<file path="config.mk">
export PLATFORM = sky130hd
export DESIGN_NAME = pe_scheduler
export DESIGN_NICKNAME = d
export VERILOG_FILES = /design/src/rtl/pe_scheduler.sv
export SDC_FILE = /design/constraint.sdc
export NUM_CORES = 1
export LEC_CHECK = 0
export ABC_AREA = 1
export CORE_MARGIN = 1
export CORE_UTILIZATION = 35
export DETAILED_ROUTE_END_ITERATION = 12
export REMOVE_ABC_BUFFERS = 1
export SLEW_MARGIN = 10
export SYNTH_ARGS = -nofsm -noshare
export SYNTH_HDL_FRONTEND = slang
export SYNTH_SLANG_ARGS = --single-unit
</file>
<file path="constraint.sdc">
create_clock -name clk -period 9.55 [get_ports clk]
set_input_delay 1.91 -clock clk [delete_from_list [all_inputs] [get_ports clk]]
set_output_delay 1.91 -clock clk [all_outputs]
set_load 0.01 [all_outputs]
</file>
<file path="src/rtl/pe_scheduler.sv">
// Sequencer driving a single-MAC PE across a full image convolution.
// Optional stall counter enabled by defining PE_SCHED_STALL_CNT_EN.
module pe_scheduler #(
  parameter int KERNEL_SIZE = 4,
  parameter int IMG_W       = 16,
  parameter int IMG_H       = 16,
  parameter int ADDR_W      = 16
) (
  input  logic              clk,
  input  logic              rst,
  input  logic              start,
  input  logic              reload_fil,
  output logic              busy,
  output logic              done,
  output logic              fil_rd_en,
  output logic [ADDR_W-1:0] fil_rd_addr,
  input  logic [7:0]        fil_rd_data,
  output logic              img_rd_en,
  output logic [ADDR_W-1:0] img_rd_addr,
  input  logic [7:0]        img_rd_data,
  output logic              pe_start,
  output logic              pe_pic_wr_en,
  output logic              pe_filter_wr_en,
  output logic              pe_shift_left,
  output logic              pe_shift_up,
  output logic [31:0]       pe_idx_i,
  output logic [31:0]       pe_idx_j,
  output logic [7:0]        pe_fil_data,
  output logic [7:0]        pe_buf_data,
  input  logic              pe_done,
  input  logic [7:0]        pe_data_out,
  output logic              res_valid,
  input  logic              res_ready,
  output logic [7:0]        res_data,
  output logic [31:0]       res_row,
  output logic [31:0]       res_col,
  output logic [31:0]       stall_cnt
);

  localparam logic [31:0] K        = 32'(KERNEL_SIZE);
  localparam logic [31:0] KK       = 32'(KERNEL_SIZE * KERNEL_SIZE);
  localparam logic [31:0] W        = 32'(IMG_W);
  localparam logic [31:0] COL_LAST = 32'(IMG_W - KERNEL_SIZE);
  localparam logic [31:0] ROW_LAST = 32'(IMG_H - KERNEL_SIZE);

  typedef enum logic [3:0] {
    IDLE, LOAD_FIL, LOAD_WIN, SHIFT, LOAD_COL, RUN, WAIT_PE, OUT, FIN
  } state_t;

  state_t      state;
  logic        filter_loaded;
  logic [31:0] row, col, ri, rj, cnt;
  logic [31:0] ni, nj;

  function automatic logic [ADDR_W-1:0] fil_addr(input logic [31:0] i, input logic [31:0] j);
    logic [31:0] a;
    a = i * K + j;
    return a[ADDR_W-1:0];
  endfunction

  function automatic logic [ADDR_W-1:0] img_addr(input logic [31:0] r, input logic [31:0] c);
    logic [31:0] a;
    a = r * W + c;
    return a[ADDR_W-1:0];
  endfunction

  // Next (i,j) of a full-window walk, i-major.
  always_comb begin
    ni = ri;
    nj = rj + 32'd1;
    if (rj == K - 32'd1) begin
      ni = ri + 32'd1;
      nj = '0;
    end
  end

  // Memory output register already stages the data; the read issued in cycle t
  // is written in t+1, so the write buses are gated copies that idle at 0.
  assign pe_fil_data = pe_filter_wr_en ? fil_rd_data : '0;
  assign pe_buf_data = pe_pic_wr_en    ? img_rd_data : '0;
  assign pe_shift_up = 1'b0;

  always_ff @(posedge clk or negedge rst) begin
    if (!rst) begin
      state           <= IDLE;
      filter_loaded   <= 1'b0;
      row             <= '0;
      col             <= '0;
      ri              <= '0;
      rj              <= '0;
      cnt             <= '0;
      busy            <= 1'b0;
      done            <= 1'b0;
      fil_rd_en       <= 1'b0;
      fil_rd_addr     <= '0;
      img_rd_en       <= 1'b0;
      img_rd_addr     <= '0;
      pe_start        <= 1'b0;
      pe_pic_wr_en    <= 1'b0;
      pe_filter_wr_en <= 1'b0;
      pe_shift_left   <= 1'b0;
      pe_idx_i        <= '0;
      pe_idx_j        <= '0;
      res_valid       <= 1'b0;
      res_data        <= '0;
      res_row         <= '0;
      res_col         <= '0;
    end else begin
      fil_rd_en       <= 1'b0;
      img_rd_en       <= 1'b0;
      pe_filter_wr_en <= 1'b0;
      pe_pic_wr_en    <= 1'b0;
      pe_shift_left   <= 1'b0;
      pe_start        <= 1'b0;
      done            <= 1'b0;
      pe_idx_i        <= '0;
      pe_idx_j        <= '0;
      case (state)
        IDLE: begin
          if (start) begin
            busy <= 1'b1;
            row  <= '0;
            col  <= '0;
            ri   <= '0;
            rj   <= '0;
            cnt  <= '0;
            if (reload_fil || !filter_loaded) begin
              state       <= LOAD_FIL;
              fil_rd_en   <= 1'b1;
              fil_rd_addr <= fil_addr('0, '0);
            end else begin
              state       <= LOAD_WIN;
              img_rd_en   <= 1'b1;
              img_rd_addr <= img_addr('0, '0);
            end
          end
        end
        LOAD_FIL: begin
          cnt <= cnt + 32'd1;
          if (fil_rd_en) begin
            pe_filter_wr_en <= 1'b1;
            pe_idx_i        <= ri;
            pe_idx_j        <= rj;
            if (cnt + 32'd1 < KK) begin
              fil_rd_en   <= 1'b1;
              fil_rd_addr <= fil_addr(ni, nj);
              ri          <= ni;
              rj          <= nj;
            end
          end
          if (cnt == KK) begin
            filter_loaded <= 1'b1;
            state         <= LOAD_WIN;
            img_rd_en     <= 1'b1;
            img_rd_addr   <= img_addr(row, col);
            ri            <= '0;
            rj            <= '0;
            cnt           <= '0;
          end
        end
        LOAD_WIN: begin
          cnt <= cnt + 32'd1;
          if (img_rd_en) begin
            pe_pic_wr_en <= 1'b1;
            pe_idx_i     <= ri;
            pe_idx_j     <= rj;
            if (cnt + 32'd1 < KK) begin
              img_rd_en   <= 1'b1;
              img_rd_addr <= img_addr(row + ni, col + nj);
              ri          <= ni;
              rj          <= nj;
            end
          end
          if (cnt == KK) begin
            state    <= RUN;
            pe_start <= 1'b1;
          end
        end
        SHIFT: begin
          state       <= LOAD_COL;
          img_rd_en   <= 1'b1;
          img_rd_addr <= img_addr(row, col + K - 32'd1);
          ri          <= '0;
          rj          <= K - 32'd1;
          cnt         <= '0;
        end
        LOAD_COL: begin
          cnt <= cnt + 32'd1;
          if (img_rd_en) begin
            pe_pic_wr_en <= 1'b1;
            pe_idx_i     <= ri;
            pe_idx_j     <= rj;
            if (cnt + 32'd1 < K) begin
              img_rd_en   <= 1'b1;
              img_rd_addr <= img_addr(row + ri + 32'd1, col + rj);
              ri          <= ri + 32'd1;
            end
          end
          if (cnt == K) begin
            state    <= RUN;
            pe_start <= 1'b1;
          end
        end
        RUN: state <= WAIT_PE;
        WAIT_PE: begin
          if (pe_done) begin
            res_data  <= pe_data_out;
            res_valid <= 1'b1;
            res_row   <= row;
            res_col   <= col;
            state     <= OUT;
          end
        end
        OUT: begin
          if (res_ready) begin
            res_valid <= 1'b0;
            if (col < COL_LAST) begin
              col           <= col + 32'd1;
              state         <= SHIFT;
              pe_shift_left <= 1'b1;
            end else if (row < ROW_LAST) begin
              row         <= row + 32'd1;
              col         <= '0;
              state       <= LOAD_WIN;
              img_rd_en   <= 1'b1;
              img_rd_addr <= img_addr(row + 32'd1, '0);
              ri          <= '0;
              rj          <= '0;
              cnt         <= '0;
            end else begin
              state <= FIN;
              done  <= 1'b1;
              busy  <= 1'b0;
            end
          end
        end
        FIN: state <= IDLE;
        default: state <= IDLE;
      endcase
    end
  end

`ifdef PE_SCHED_STALL_CNT_EN
  always_ff @(posedge clk or negedge rst) begin
    if (!rst) begin
      stall_cnt <= '0;
    end else if (state == IDLE && start) begin
      stall_cnt <= '0;
    end else if (res_valid && !res_ready && stall_cnt != '1) begin
      stall_cnt <= stall_cnt + 32'd1;
    end
  end
`else
  assign stall_cnt = '0;
`endif

endmodule

</file>
After elaboration in Yosys (flattened, before gate mapping). Cells that the tools add are included.

Reduce and logical (&&, ||, !) cells: 22. Add/subtract/negate cells: 17. Multiplexer cells: 97. Order comparisons: 4. Eq/ne operators: 29.

Operators with widths (count): 32-bit two-way mux (26); 32-bit one-hot mux with 5 select lines (2); 32-bit one-hot mux with 2 select lines (4); 16-bit two-way mux (14); 32-bit one-hot mux with 6 select lines (1); 32-bit by 1-bit adder with 32-bit output, second input constant (5); 16-bit adder (7); 16-bit one-hot mux with 6 select lines (1); 32-bit by 4-bit less-than comparator with 1-bit output, second input constant (2); 2-bit != test, second input constant (17); 32-bit by 2-bit equality test with 1-bit output, second input constant (1); 32-bit by 3-bit equality test with 1-bit output, second input constant (1); 32-bit by 5-bit equality test with 1-bit output, second input constant (1); 32-bit by 3-bit less-than comparator with 1-bit output, second input constant (1); 32-bit by 5-bit less-than comparator with 1-bit output, second input constant (1); 4-bit two-way mux (8); 16-bit one-hot mux with 2 select lines (1); 4-bit one-hot mux with 8 select lines (1); 1-bit two-way mux (31); 12-bit adder (2); 5-bit AND reduction (4); 16-bit by 3-bit adder with 16-bit output, second input constant (1); 4-bit by 3-bit equality test with 1-bit output, second input constant (4); 8-bit two-way mux (2); 22 further kinds (31).

Register bits after elaboration: 342.

Depth between registers and ports, before layout. Gate-level depths: netlist of the first run.

Depth in word-level cells: 7. Gate-level depth with buffers: 34. Mapped depth without buffers: 33.

Worst setup path after synthesis of the first run. No wires, ideal clock.

Path kind: reg-to-reg. Start: register rj[0]. End: register img_rd_addr[15]. Required time: 9433 ps. Arrival time: 4554 ps. Period minus slack after synthesis: 4671 ps. Cell stages (with the launch flop): 33. Path slack: 4879 ps. Cell sequence: dfrtp_1 > ha_1 > nand2_1 > nor2_1 > nand2_1 > nor2_2 > clkinv_1 > clkbuf_1 > a21oi_1 > ha_1 > a21oi_1 > o21ai_0 > nand3_1 > nand2_1 > nand3_1 > nand2_1 > a21oi_1 > o21ai_0 > xor2_1 > fa_1 > inv_1 > ha_1 > inv_1 > nor3_1 > nor2_1 > nand2_1 > inv_1 > nand2_1 > nand3_1 > nand3_1 > nand2_1 > nand2_1 > nand2_1.

Cells in the longest elaborated chain, start to end: 7. Elaborated cells on any way between the ends: 14.

Ends and longest elaborated chain: start, declared (line 52) `logic [31:0] row, col, ri, rj, cnt;`; start signal, assigned (line 148) `rj <= nj;`; start signal, assigned (line 171) `rj <= nj;`; start signal, assigned (line 184) `rj <= K - 32'd1;`; 32-bit by 1-bit adder with 32-bit output / 32-bit by 2-bit equality test with 1-bit output (equally long branches) (line 70, 71); 32-bit two-way mux (line 71) `if (rj == K - 32'd1) begin`; 16-bit adder / 12-bit adder (equally long branches) (line 169) `img_rd_addr <= img_addr(row + ni, col + nj);`; 16-bit adder (line 63) `a = r * W + c;`; 16-bit two-way mux (line 167) `if (cnt + 32'd1 < KK) begin`; 16-bit two-way mux (line 163) `if (img_rd_en) begin`; 16-bit one-hot mux with 6 select lines * (line 118) `case (state)`; end signal, assigned (line 134) `img_rd_addr <= img_addr('0, '0);`; end signal, assigned (line 169); end signal, assigned (line 182) `img_rd_addr <= img_addr(row, col + K - 32'd1);`; end, declared (line 19) `output logic [ADDR_W-1:0] img_rd_addr,`.

Mark *: on every way between the ends. The rest lies on a longest branch, timed or not. The select of a mux whose other input is x is not followed. A chain may end at the register's enable or synchronous reset.

Worst setup path in the final report of the first run.
Start: register rj[1]. End: register img_rd_addr[15].

Same word-level chain as after synthesis.

==> results of run 1 <==
[flip-flops by register name, indices dropped and copies added, names as in the netlist, 8 cells and up]
signal       flops
row             32
res_col         32
col             32
cnt             32
ri              32
rj              32
pe_idx_i        32
fil_rd_addr     16
pe_idx_j        32
res_row         32
res_data         8
img_rd_addr     16
[worst reg2reg max path: cells and delay by family, from the launching register on]
family                   cells  cell delay [ps]
AO/OA/AOI/OAI                5              950
XOR/XNOR                     1              110
buffers and inverters        4              630
flip-flops                   1              410
adder cells (fa/ha/maj)      4             1560
AND/OR/NAND/NOR             18             1660
[area by class of cell]
type                    instances  area [sq um]  area share [%]
multi-input cells            2148         11300            43.5
inverters                     377          1420            5.46
clock inverters                13           135           0.521
clock buffers                  62          1240            4.77
flip-flops and latches        342          8560            33.0
well taps                     782           978            3.77
repair buffers                235          2320            8.96
[stage by stage]
step	util, %	std cells	worst slack, ps
2_1_floorplan	-	2867	4580
3_3_place_gp	40.4	3884	4300
3_5_place_dp	40.4	3884	4160
4_1_cts	42.7	3959	4150
5_1_grt	42.7	3959	3490
6_report	42.7	3959	4150
[cells by family (layout without fill, tap and decap cells)]
kind of cell / after synthesis / count (layout) / share of synthesized area (%)
buffers and inverters: 488 / 687 / 9.35
adders and majority gates: 118 / 118 / 7.77
other: 1 / 33 / 0.0173
and+or+nand+nor: 1505 / 1505 / 29.7
xor gates and xnor gates: 77 / 77 / 3.17
AOI/OAI and AO/OA: 406 / 406 / 10.1
muxes: 9 / 9 / 0.467
DFF: 342 / 342 / 39.4
[layer usage]
layer	vias to the layer above	GRT usage, %
li1	9873	-
met1	9494	30.5
met2	662	36.2
met3	126	4.29
met4	0	7.00
met5	-	0
[final timing paths]
kind | endpoint | slack, ps | cells after the start
worst max register to register | img_rd_addr[15] | 4150 | 32
worst min-delay path | filter_loaded | 460 | 2
worst max-delay path | img_rd_addr[15] | 4150 | 32
worst min register to register | filter_loaded | 460 | 2
max in group asynchronous | pe_idx_i[5] | 6730 | 2
min in group asynchronous | res_row[28] | 1310 | 1
[cells in the mapped netlist (18+ instances only)]
library cell,instances
ha_1,90
dfrtp_1,342
clkbuf_1,59
o21ai_0,207
inv_1,365
nor3_1,53
or2_2,18
nand3_1,232
o22ai_1,28
nand4_1,67
nand2_1,733
a21oi_1,106
nor2_1,355
xnor2_1,20
buf_4,35
xor2_1,56
fa_1,28
[power by group through the flow]
stage | clock (uW) | combinational, uW | sequential, uW
3_5_place_dp | 0 | 3050 | 1810
6_report | 1610 | 3100 | 1790
3_3_place_gp | 0 | 3040 | 1810
2_1_floorplan | 0 | 1860 | 1790
5_1_grt | 1700 | 3380 | 1810
4_1_cts | 1640 | 3050 | 1790
==> metrics.md, run 1 <==
| Metric | Value |
|---|---|
| Final instance area | `25900 sq um` |
| Dpl hpwl | `54000 microns` |
| Htree depth | `2` |
| Clk pwr share | `24.7%` |
| Vias/cell | `5.09` |
| Detailed-router iteration count before antenna repair | `8` |
| Setup TNS | `0 ps` |
| Slowest cell on the critical path | `clkinv_1` |
| Layout cells sized above 1 | `4.66%` |
| Die Ht | `251 microns` |
| Total length of routed met2 wires | `32400 microns` |
| Highest routed layer | `met4` |
| Peak supply drop | `353 uV` |
| Tot Pwr | `6490 uW` |
| Seq cells post-synth | `342` |
| DR WL met3 | `5100 microns` |
| Fmax | `0.185 GHz` |
| Unrepaired setup endpoints after global routing | `false` |
| I/O pin cnt | `256` |
| Main synth FF type | `dfrtp_1` |
| Core area | `60800 sq um` |
| CTS hold repair buffers | `0` |
| Syn Inst Count | `2946` |
| Slew HR | `30.4%` |
| Pleak | `0.0125 uW` |
| CTS tree | `done` |
| FP Rows | `90` |
| Root Buffer | `clkbuf_16` |
| Register share of total power | `27.6%` |
| HP Class | `flop to flop` |
| Seq/Total Area, Yosys | `39.4%` |
| Sw power | `3120 uW` |
| DIE AREA | `63000 sq um` |
| First-pass GRT wire length | `111000 microns` |
| PortBufs | `222` |
| Worst Tran Pin Value | `1040 ps` |
| Die W | `251 microns` |
| Fillers | `6241` |
| Comb power frac | `47.7%` |
| Initial antenna violation count | `1` |
| Post-CTS Setup Inserts | `0` |
| CTS buffer count | `41` |
| Final Hold Fails | `0` |
| Post-synthesis cell type count | `51` |
| CP Class | `flop to flop` |
| Most common cell on crit path | `nand2_1` |
| CTS Sinks | `342` |
| Asr flop ratio synth | `100%` |
| Family with the most delay on the worst path | `simple AND/OR/NAND/NOR gates` |
| Mean Syn Cell Area | `7.37 sq um` |
| Share of the synthesized area in the top cell type | `39.4%` |
| Sw frac | `48.1%` |
| Kind of end point of the critical path | `flop` |
| Internal power | `3370 uW` |
| Critical R2R Launch | `rj[1]` |
| Worst Path Buf+Inv | `4` |
| Dominant cell type by area after synthesis | `dfrtp_1` |
| Synth Warn # | `0` |
| Largest net degree at the start of global routing | `96` |
| Largest stage delay on the critical path | `490 ps` |
| Placed Area | `24600 sq um` |
| Final WL | `71200 microns` |
| Clk Latency, worst-skew pair | `580 ps` |
| M1 WL | `31600 microns` |
| Buffer levels on the longest clock path | `3` |
| GP Congestion | `0.944` |
| Post-route ant nets | `0` |
| EDFF count, synth | `0` |
| Skew final | `25.6 ps` |
| Max Cap Viol | `0` |
| Pwr/cell area | `250 nW/um^2` |
| # setup viols final | `0` |
| Crit path launch type | `flop` |
| Worst path required time | `10010 ps` |
| Outcome | `finished, final reports clean` |
| Clk slew on worst S/H paths | `60 ps` |
| Maximum fanout along the worst path | `18` |
| Fin Hold WS | `457 ps` |
| DR iter-0 viols | `1522` |
| Most common library cell in the layout ignoring fill and taps | `nand2_1` |
| Synthesized cell area | `21700 sq um` |
| PostCTS Resize Cnt | `0` |
| Final Net Count | `3293` |
| Final period util | `56.5%` |
| CP Launch Point | `rj[1]` |
| Ant. Diodes | `0` |
| Wire per inst | `18.0 microns` |
| Starting Density | `35.7%` |
| Area contributors post-synth | `dfrtp_1 (39%), nand2_1 (13%), inv_1 (6.3%), nor2_1 (6.1%), nand3_1 (5.3%)` |
| Vias in the first global route | `19200` |
| Layout area overhead | `19.5%` |
| Hold path start | `filter_loaded` |
| Commonest non-fill, non-tap cells in the layout | `nand2_1 (731), inv_1 (365), nor2_1 (353), dfrtp_1 (342), nand3_1 (232)` |
| Grt total ovfl | `0` |
| Worst EP arrival | `5860 ps` |
| Minimum clock period | `5400 ps` |
| Vias | `20200` |
| Slew Viols, Final | `0` |
| Residual DRC | `0` |
| Total track usage | `22.5%` |
Note: power is estimated with default switching activity, not from simulation.
==> run 2, diff against run 1 <==
==> constraint.sdc (replaced) <==
create_clock -name clk -period 4.5 [get_ports clk]
set_input_delay 0.9 -clock clk [delete_from_list [all_inputs] [get_ports clk]]
set_output_delay 0.9 -clock clk [all_outputs]
set_load 0.01 [all_outputs]
==> run 2 against run 1 <==
Global-route usage grew 0.54 points. Highest routed layer unchanged. Flip-flop and latch count is the same. Combinational power grew 130%. Power grew 120%. Final area grew 6.0%. Clock power grew 120%. Sequential power grew 110%. Worst setup slack lost 4000 ps. First-iteration DRC count grew 5.7%. Critical endpoint unchanged.
==> metrics.md, run 2 (synthesized netlist as in run 1, its figures left out) <==
| Metric | Value |
|---|---|
| FP Rows | `90 (unchanged)` |
| DR iter-0 viols | `1608 (was 1522)` |
| Finished Core Util | `45.2% (was 42.7%)` |
| First-pass GRT wire length | `113000 microns (was 111000 microns)` |
| Max Cap Viol | `0 (unchanged)` |
| Worst Path Buf+Inv | `4 (unchanged)` |
| Initial antenna violation count | `0 (was 1)` |
| Post-route ant nets | `0 (unchanged)` |
| CTS Sinks | `342 (unchanged)` |
| Largest stage delay on the critical path | `560 ps (was 490 ps)` |
| Inst Count DP | `4023 (was 3884)` |
| Clk pwr share | `24.4% (was 24.7%)` |
| Worst Tran Pin Value | `1000 ps (was 1040 ps)` |
| Die Ht | `251 microns (unchanged)` |
| Final WL | `73700 microns (was 71200 microns)` |
| # setup viols final | `0 (unchanged)` |
| Buffer levels on the longest clock path | `3 (unchanged)` |
| Family with the most delay on the worst path | `simple AND/OR/NAND/NOR gates (unchanged)` |
| Htree depth | `2 (unchanged)` |
| Pwr/cell area | `518 nW/um^2 (was 250 nW/um^2)` |
| Internal power | `7510 uW (was 3370 uW)` |
| Root Buffer | `clkbuf_16 (unchanged)` |
| Total track usage | `23.1% (was 22.5%)` |
| Vias in the first global route | `19400 (was 19200)` |
| FF-to-FF setup slack | `120 ps (was 4150 ps)` |
| Clk Latency, worst-skew pair | `590 ps (was 580 ps)` |
| HP Class | `primary input to async pin (was flop to flop)` |
| Final Hold Fails | `0 (unchanged)` |
| Crit path launch type | `flop (unchanged)` |
| Final Net Count | `3444 (was 3293)` |
| Fmax | `0.228 GHz (was 0.185 GHz)` |
| Layout area overhead | `26.6% (was 19.5%)` |
| Largest net degree at the start of global routing | `111 (was 96)` |
| Grt total ovfl | `0 (unchanged)` |
| Kind of end point of the critical path | `flop (unchanged)` |
| Multi-input logic area | `11600 sq um (was 11300 sq um)` |
| Final period util | `97.3% (was 56.5%)` |
| Unrepaired setup endpoints after global routing | `true (was false)` |
| Register share of total power | `26.5% (was 27.6%)` |
| Sw frac | `47.3% (was 48.1%)` |
| Die W | `251 microns (unchanged)` |
| Clk slew on worst S/H paths | `60 ps (about the same)` |
| CTS buffer count | `41 (unchanged)` |
| Most common library cell in the layout ignoring fill and taps | `nand2_1 (unchanged)` |
| CP Class | `flop to flop (unchanged)` |
| CTS hold repair buffers | `0 (unchanged)` |
| Critical R2R Launch | `rj[27] (was rj[1])` |
| CTS tree | `done (unchanged)` |
| Slew Viols, Final | `0 (unchanged)` |
| Peak supply drop | `1160 uV (was 353 uV)` |
| Worst EP arrival | `4840 ps (was 5860 ps)` |
| Final instance area | `27500 sq um (was 25900 sq um)` |
| Wire per inst | `17.9 microns (was 18.0 microns)` |
| Slew HR | `32.6% (was 30.4%)` |
| Commonest non-fill, non-tap cells in the layout | `nand2_1 (723), inv_1 (360), dfrtp_1 (342), nor2_1 (339), nand3_1 (227) (was nand2_1 (731), inv_1 (365), nor2_1 (353), dfrtp_1 (342), nand3_1 (232))` |
| Detailed-router iteration count before antenna repair | `5 (was 8)` |
| Slowest cell on the critical path | `fa_1 (was clkinv_1)` |
| Most common cell on crit path | `nand2_1 (unchanged)` |
| GP Congestion | `0.975 (was 0.944)` |
| Ant. Diodes | `0 (unchanged)` |
| Minimum clock period | `4380 ps (was 5400 ps)` |
| Register Area | `8560 sq um (unchanged)` |
| Placed Area | `25700 sq um (was 24600 sq um)` |
| R2R depth | `30 (was 32)` |
| Starting Density | `35.7% (unchanged)` |
| Outcome | `finished, final reports clean (unchanged)` |
| Vias/cell | `5.04 (was 5.09)` |
| R2r endpoint | `img_rd_addr[15] (unchanged)` |
| I/O pin cnt | `256 (unchanged)` |
| DIE AREA | `63000 sq um (unchanged)` |
| Worst path required time | `4960 ps (was 10010 ps)` |
| Vias | `20700 (was 20200)` |
| Dpl hpwl | `56700 microns (was 54000 microns)` |
| Final std cells w/o fill | `4110 (was 3959)` |
| Pleak | `0.0133 uW (was 0.0125 uW)` |
| PortBufs | `222 (unchanged)` |
| Skew final | `28.9 ps (was 25.6 ps)` |
| Core area | `60800 sq um (unchanged)` |
| Comb power frac | `49.0% (was 47.7%)` |
| Maximum fanout along the worst path | `5 (was 18)` |
| Layout cells sized above 1 | `11.1% (was 4.66%)` |
| Fillers | `6100 (was 6241)` |
| Sw power | `6720 uW (was 3120 uW)` |
| Residual DRC | `0 (unchanged)` |
| Fin Hold WS | `382 ps (was 457 ps)` |
[run 2: through the flow]
stage               total power (uW)  setup slack, ps  setup TNS, ps
floorplan                       7740             -466          -1530
global placement               10600             -274          -1070
global route                   15100             -181           -725
detailed placement             10600             -368          -1600
finish                         14200              121              0
CTS                            14200             18.5              0
[run 2: what timing repair did]
action,4_1_cts,5_1_grt
pin swaps,1,40
buffers inserted,0,12
resized for setup,15,65
gates cloned,0,0
setup endpoints to repair,8,8
[run 2: power by group through the flow]
stage          clock network [uW]  registers [uW]  logic (uW)
6_report                     3480            3770        6980
5_1_grt                      3670            3820        7560
4_1_cts                      3560            3770        6830
3_5_place_dp                    0            3820        6800
3_3_place_gp                    0            3820        6750
2_1_floorplan                   0            3790        3940
[run 2: final cells by class]
| cell class | count | area share [%] |
|---|---|---|
| timing repair buffer | 386 | 12.8 |
| inverter | 377 | 5.16 |
| sequential | 342 | 31.1 |
| clock inverter | 19 | 0.819 |
| tap | 782 | 3.56 |
| clock buffer | 56 | 4.30 |
| multi-input combinational | 2148 | 42.3 |
[run 2: metal layers]
metal,up-vias,track usage (%),routed length [microns]
li1,10200,-,-
met1,9776,31.4,33200
met2,632,37.3,33900
met3,120,3.47,4330
met4,0,7.75,2240
met5,-,0,0
[run 2: worst register-to-register path, delay by kind of cell (launching register included)]
family                     cells  cell delay [ps]
DFF                            1              390
and+or+nand+nor               17             1690
adders and majority gates      4             1380
buffers and inverters          4              220
xor gates and xnor gates       2              220
AOI/OAI and AO/OA              3              350
[run 2: how the worst max path moves through the flow]
stage,from,end,slack (ps),cells past startpoint
after floorplan,rj[0],img_rd_addr[15],-470,32
after global placement,rj[31],img_rd_addr[15],-270,28
after detailed placement,rj[31],img_rd_addr[15],-370,28
after CTS,rj[4],img_rd_addr[12],20,27
after global routing,rj[27],img_rd_addr[15],-180,32
final,rj[27],img_rd_addr[15],120,30
